--- src/rtl/write_scheduler.sv ---
// Write-side sequencer for the sample ring buffer: admits ADC samples in HPL-word blocks,
// reserves ring space by word credits and drops whole blocks that do not fit.
// Optional build macro OVERFLOW_COUNT_EN adds the saturating drop_cnt counter and port.
module write_scheduler #(
    parameter int DROP_CNT_W = 16
) (
    input  logic                  clk,
    input  logic                  rst_n,
    input  logic                  live_rising,
    input  logic                  adc_valid,
    input  logic                  read_done,
    input  logic [9:0]            HALF_PACKAGE_LENGTH,
    input  logic [14:0]           MEMORY_DEPTH,
    output logic                  wen,
    output logic [14:0]           waddr,
    output logic                  read_start,
    output logic [14:0]           used_words,
    output logic                  cfg_err,
    output logic                  overflow,
`ifdef OVERFLOW_COUNT_EN
    output logic [DROP_CNT_W-1:0] drop_cnt,
`endif
    output logic [1:0]            state_dbg
);

    typedef enum logic [1:0] {IDLE = 2'd0, ADMIT = 2'd1, FILL = 2'd2, DROP = 2'd3} state_t;

    state_t      state, state_next;
    logic [9:0]  hpl_q;
    logic [14:0] depth_q;
    logic [9:0]  cnt, cnt_next;
    logic        fits, last, reserve, adv, done_block, drop_block, cfg_bad, release_blk;
    logic [15:0] used_sum, rel_amt;
    logic [14:0] used_next, waddr_next;

    assign state_dbg   = state;
    assign fits        = (depth_q - used_words) >= {5'd0, hpl_q};
    assign last        = (cnt == hpl_q - 10'd1);
    assign cfg_bad     = (HALF_PACKAGE_LENGTH == 10'd0) || ({5'd0, HALF_PACKAGE_LENGTH} > MEMORY_DEPTH);
    assign release_blk = read_done && (state != IDLE);
    assign waddr_next  = (waddr == depth_q - 15'd1) ? 15'd0 : waddr + 15'd1;

    // Reservation and release are netted in one step; an early release floors at zero.
    assign used_sum  = {1'b0, used_words} + (reserve ? {6'd0, hpl_q} : 16'd0);
    assign rel_amt   = release_blk ? {6'd0, hpl_q} : 16'd0;
    assign used_next = (used_sum < rel_amt) ? 15'd0 : 15'(used_sum - rel_amt);

    always_comb begin
        state_next = state;
        cnt_next   = cnt;
        wen        = 1'b0;
        reserve    = 1'b0;
        adv        = 1'b0;
        done_block = 1'b0;
        drop_block = 1'b0;
        case (state)
            IDLE: ;
            ADMIT: begin
                // Admission is decided once, on the first sample of the block.
                if (adc_valid) begin
                    if (fits) begin
                        wen     = 1'b1;
                        reserve = 1'b1;
                        adv     = 1'b1;
                        if (last) done_block = 1'b1;
                        else begin
                            cnt_next   = 10'd1;
                            state_next = FILL;
                        end
                    end else begin
                        if (last) drop_block = 1'b1;
                        else begin
                            cnt_next   = 10'd1;
                            state_next = DROP;
                        end
                    end
                end
            end
            FILL: begin
                if (adc_valid) begin
                    wen = 1'b1;
                    adv = 1'b1;
                    if (last) begin
                        done_block = 1'b1;
                        cnt_next   = 10'd0;
                        state_next = ADMIT;
                    end else cnt_next = cnt + 10'd1;
                end
            end
            DROP: begin
                if (adc_valid) begin
                    if (last) begin
                        drop_block = 1'b1;
                        cnt_next   = 10'd0;
                        state_next = ADMIT;
                    end else cnt_next = cnt + 10'd1;
                end
            end
            default: state_next = IDLE;
        endcase
        if (live_rising) wen = 1'b0;
    end

    always_ff @(posedge clk or negedge rst_n) begin
        if (!rst_n) begin
            state      <= IDLE;
            hpl_q      <= 10'd0;
            depth_q    <= 15'd0;
            cnt        <= 10'd0;
            waddr      <= 15'd0;
            used_words <= 15'd0;
            read_start <= 1'b0;
            cfg_err    <= 1'b0;
            overflow   <= 1'b0;
        end else if (live_rising) begin
            state      <= cfg_bad ? IDLE : ADMIT;
            hpl_q      <= HALF_PACKAGE_LENGTH;
            depth_q    <= MEMORY_DEPTH;
            cfg_err    <= cfg_bad;
            cnt        <= 10'd0;
            waddr      <= 15'd0;
            used_words <= 15'd0;
            read_start <= 1'b0;
            overflow   <= 1'b0;
        end else begin
            state      <= state_next;
            cnt        <= cnt_next;
            used_words <= used_next;
            read_start <= done_block;
            // Dropped blocks leave waddr frozen so the next block lands where the reader expects.
            if (adv) waddr <= waddr_next;
            if (drop_block) overflow <= 1'b1;
        end
    end

`ifdef OVERFLOW_COUNT_EN
    always_ff @(posedge clk or negedge rst_n) begin
        if (!rst_n) drop_cnt <= '0;
        else if (live_rising) drop_cnt <= '0;
        else if (drop_block && (drop_cnt != {DROP_CNT_W{1'b1}})) drop_cnt <= drop_cnt + 1'b1;
    end
`endif

endmodule
--- config.mk ---
export PLATFORM = sky130hd
export DESIGN_NAME = write_scheduler
export DESIGN_NICKNAME = d
export VERILOG_FILES = /design/src/rtl/write_scheduler.sv
export SDC_FILE = /design/constraint.sdc
export NUM_CORES = 1
export LEC_CHECK = 0
export BUFFER_PORTS_ARGS = -buffer_cell sky130_fd_sc_hd__buf_4
export CAP_MARGIN = 20
export CORE_MARGIN = 2
export CORE_UTILIZATION = 35
export DETAILED_ROUTE_END_ITERATION = 8
export MAX_ROUTING_LAYER = met4
export PLACE_DENSITY = 0.6
export SLEW_MARGIN = 20
export SYNTH_ARGS = -nofsm -noshare
export SYNTH_HDL_FRONTEND = slang
export SYNTH_SLANG_ARGS = --single-unit
--- constraint.sdc ---
create_clock -name clk -period 6.2 [get_ports clk]
set_input_delay 0.31 -clock clk [delete_from_list [all_inputs] [get_ports clk]]
set_output_delay 0.31 -clock clk [all_outputs]
set_load 0.01 [all_outputs]
==> impl_results.md <==
- Run status: finished clean
- Synthesized flop and latch total: 70
- Finish-stage setup viols: 0
- Filler cell count in the final layout: 1,821
- CTS Buf Count: 9
- Netlist cell types: 67
- CTS tree: built
- First-pass GRT wire length: 29.5 mm
- Pwr dens: 376 mW/mm^2
- Crit path max fanout: 7
- Warnings from Yosys: 0
- Maxcap violations: 0
- Min-delay worst type: primary input to asynchronous set/reset pin
- Startpoint Class: register
- Minimum clock period: 6.01 ns
- Vias in the first global route: 5,510
- Final Wtd Congestion: 0.866
- Inst Count DP: 1,036
- Total number of vias: 5,845
- RSZ-0062 raised after global routing: yes
- Post-Syn Nets: 846
- Avg Cell Area, Syn: 8.46 sq um
- VDD IR max: 323 uV
- Vias/cell: 5.46
- Die Wd: 139 microns
- Seq/Total Area, Yosys: 27.6%
- Die ar.: 0.0192 sq mm
- CP peak stage delay: 0.37 ns
- IO buf count: 65
- Site Rows: 49
- Synthesized area: 0.00635 sq mm
- Leak: 0.00344 uW
- Core area: 0.0179 sq mm
- Synth Flop Type: dfrtp_1
- Worst Clk Skew: 0.00737 ns
- CTS root buf: clkbuf_16
- Die Y: 139 microns
- Wire per inst: 17.2 microns
- Worst Path Arrival: 6.27 ns
- Clock sinks: 70
- Hold Vio Cnt, Final: 0
- Slowest cell on crit path: dfrtp_1
- Total grt overflow: 0
- Area Overhead vs Synth: 22.5%
- Crit path capture type: register
- Clock Latency Late Sink: 0.35 ns
- ANT cells: 0
- Tot GR Track Use: 19.4%
- Initial DRT Pass Iterations: 5
- Worst-path clk slew: 0.06 ns
- Most used cell, CP: a21oi_2
- DR iter-0 viols: 454
- Initial core utilization: 35.5%
- Relative slew slack: 34.6%
- Fin Hold WS: 0.104 ns
- Initial antenna violation count: 0
- Layout Cells excl Fill: 1,070
- Cells after synthesis: 751
- WS Path Type: register to register
- Final #Nets: 931
- Clock Path Buffers: 2
- H-tree lvl count: 3
- Post-synth EDFFs: 0
- Largest net degree at the start of global routing: 71
- Detail Route Antenna Nets: 0
- Max Freq: 166 MHz
- Total Wirelength: 18.4 mm
- CP required: 6.46 ns
- DP Wirelength: 13.6 mm
- Ys async rst share: 100%
- Worst r2r path cells: 35
- Final Max Slew Viols: 0
- Share of layout cells above drive strength 1: 20.7%
- Worst-margin pin slew: 0.980 ns
- # hold bufs at CTS: 0
- DRC Markers: 0
- Final period util: 97.0%
- Total I/O pin count: 66
-- cell families (layout without fill, tap and decap cells) --
| logic type | Yosys count | in the layout | synth area share (%) |
|---|---|---|---|
| DFF | 70 | 70 | 27.6 |
| and+or+nand+nor | 266 | 266 | 21.8 |
| muxes | 26 | 26 | 4.37 |
| AOI/OAI and AO/OA | 183 | 183 | 19.2 |
| adders and majority gates | 65 | 65 | 13.2 |
| buffers and inverters | 76 | 166 | 4.86 |
| xor gates and xnor gates | 65 | 65 | 9.08 |
-- report_power, final --
part           switching [uW]  internal [uW]
registers                 103            523
clock network             210            309
logic                     947            832
total                    1260           1660
-- sequential cells by signal, indices dropped and copies added (netlist names) --
| signal | cells |
|---|---|
| cnt | 10 |
| used_words | 15 |
| cfg_err | 1 |
| state_dbg | 2 |
| overflow | 1 |
| waddr | 15 |
| depth_q | 15 |
| hpl_q | 10 |
| read_start | 1 |
-- cells in the final DEF (no fill, tap or decap), types with 9 or more instances in the layout --
master	instances
buf_4	94
nand2_1	47
a21oi_1	19
o31ai_1	10
clkbuf_16	10
nor3_1	27
inv_1	52
nand3_1	23
o21a_1	15
a21o_1	10
nor2b_1	16
and3_1	15
mux2i_1	12
o311ai_1	9
o21ai_1	15
nand2b_1	11
nor2_1	70
o21ai_0	42
ha_1	56
xor2_1	18
xnor2_1	46
mux2_2	12
dfrtp_1	68
-- stage by stage --
step / total power [uW] / setup WS, ns / TNS [ns] / cell area [sq um] / util (%)
global route: 3160 / -0.153 / -1.74 / 7780 / 43.5
floorplan: 1710 / 0.0308 / 0 / 6370 / -
CTS: 2700 / 0.0112 / 0 / 7460 / 41.7
global placement: 2130 / 0.180 / 0 / 7150 / 40.0
finish: 2920 / 0.189 / 0 / 7780 / 43.5
detailed placement: 2140 / -0.0781 / -0.597 / 7150 / 40.0
-- final cells by class --
type	instances	area [sq um]	area share (%)
Inverter	53	199	2.56
Timing Repair Buffer	97	762	9.79
Clock inverter	5	50.0	0.643
Tap cell	229	287	3.68
Clock buffer	11	233	2.99
Multi-Input combinational cell	605	4500	57.8
Sequential cell	70	1750	22.5
-- worst paths after layout --
path                                   startpoint                 endpoint  slack, ns
setup / recovery           depth_q[0]$_DFFE_PN0P_  used_words[9]$_DFF_PN0_       0.19
hold / removal                              rst_n       cnt[4]$_DFFE_PN0P_       0.10
setup reg to reg           depth_q[0]$_DFFE_PN0P_  used_words[9]$_DFF_PN0_       0.19
hold reg to reg              overflow$_DFFE_PN0P_     overflow$_DFFE_PN0P_       0.50
max in group asynchronous                   rst_n   depth_q[3]$_DFFE_PN0P_       5.40
min in group clk           HALF_PACKAGE_LENGTH[8]     hpl_q[8]$_DFFE_PN0P_       0.20
-- repair_timing --
item	in CTS	in global routing
hold endpoints to repair	0	0
gates resized for setup	4	45
gates cloned	0	1
pin swaps	1	27
endpoints found under the setup margin	15	15
buffers inserted	1	16
-- cells in the mapped netlist, drive strengths merged (4+ instances only) --
cell | n | share of area, %
and2 | 4 | 0.39
xnor2 | 47 | 6.6
a21oi | 27 | 2.1
nor3 | 34 | 2.7
a32o | 5 | 0.79
o21ai | 59 | 4.6
nand3 | 25 | 2.2
nand4 | 6 | 0.59
xor2 | 18 | 2.5
ha | 62 | 12
nand2 | 47 | 2.8
a31oi | 5 | 0.49
nor4 | 5 | 0.96
nor2 | 73 | 4.3
buf | 7 | 0.79
nor4b | 4 | 0.55
a21o | 10 | 1.2
or3 | 5 | 0.49
o31ai | 10 | 1.2
o41ai | 4 | 0.67
o211ai | 6 | 0.71
nor2b | 16 | 1.6
inv | 53 | 3.1
o21a | 15 | 1.8
o21bai | 6 | 0.71
dfrtp | 70 | 28
nand2b | 12 | 1.2
mux2 | 14 | 2.5
o311ai | 10 | 1.4
mux2i | 12 | 1.9
and3 | 15 | 1.5
or2 | 4 | 0.39
clkbuf | 16 | 0.95
nand4b | 6 | 0.83
-- critical path: cells and delay by family, from the launching register on --
kind | cells | cell delay, ns
AO/OA/AOI/OAI | 16 | 2.18
buffers and inverters | 3 | 0.41
adder cells (fa/ha/maj) | 5 | 1.39
flip-flops | 1 | 0.37
AND/OR/NAND/NOR | 9 | 1.27
XOR/XNOR | 2 | 0.29
-- metal layers --
| metal | vias up | wire length (microns) | GRT usage [%] |
|---|---|---|---|
| met2 | 138 | 8340 | 29.4 |
| li1 | 2891 | - | - |
| met5 | - | 0 | - |
| met1 | 2799 | 8940 | 27.2 |
| met3 | 17 | 945 | 3.63 |
| met4 | 0 | 206 | 4.25 |
No activity file was read; power rests on OpenSTA's default activity.
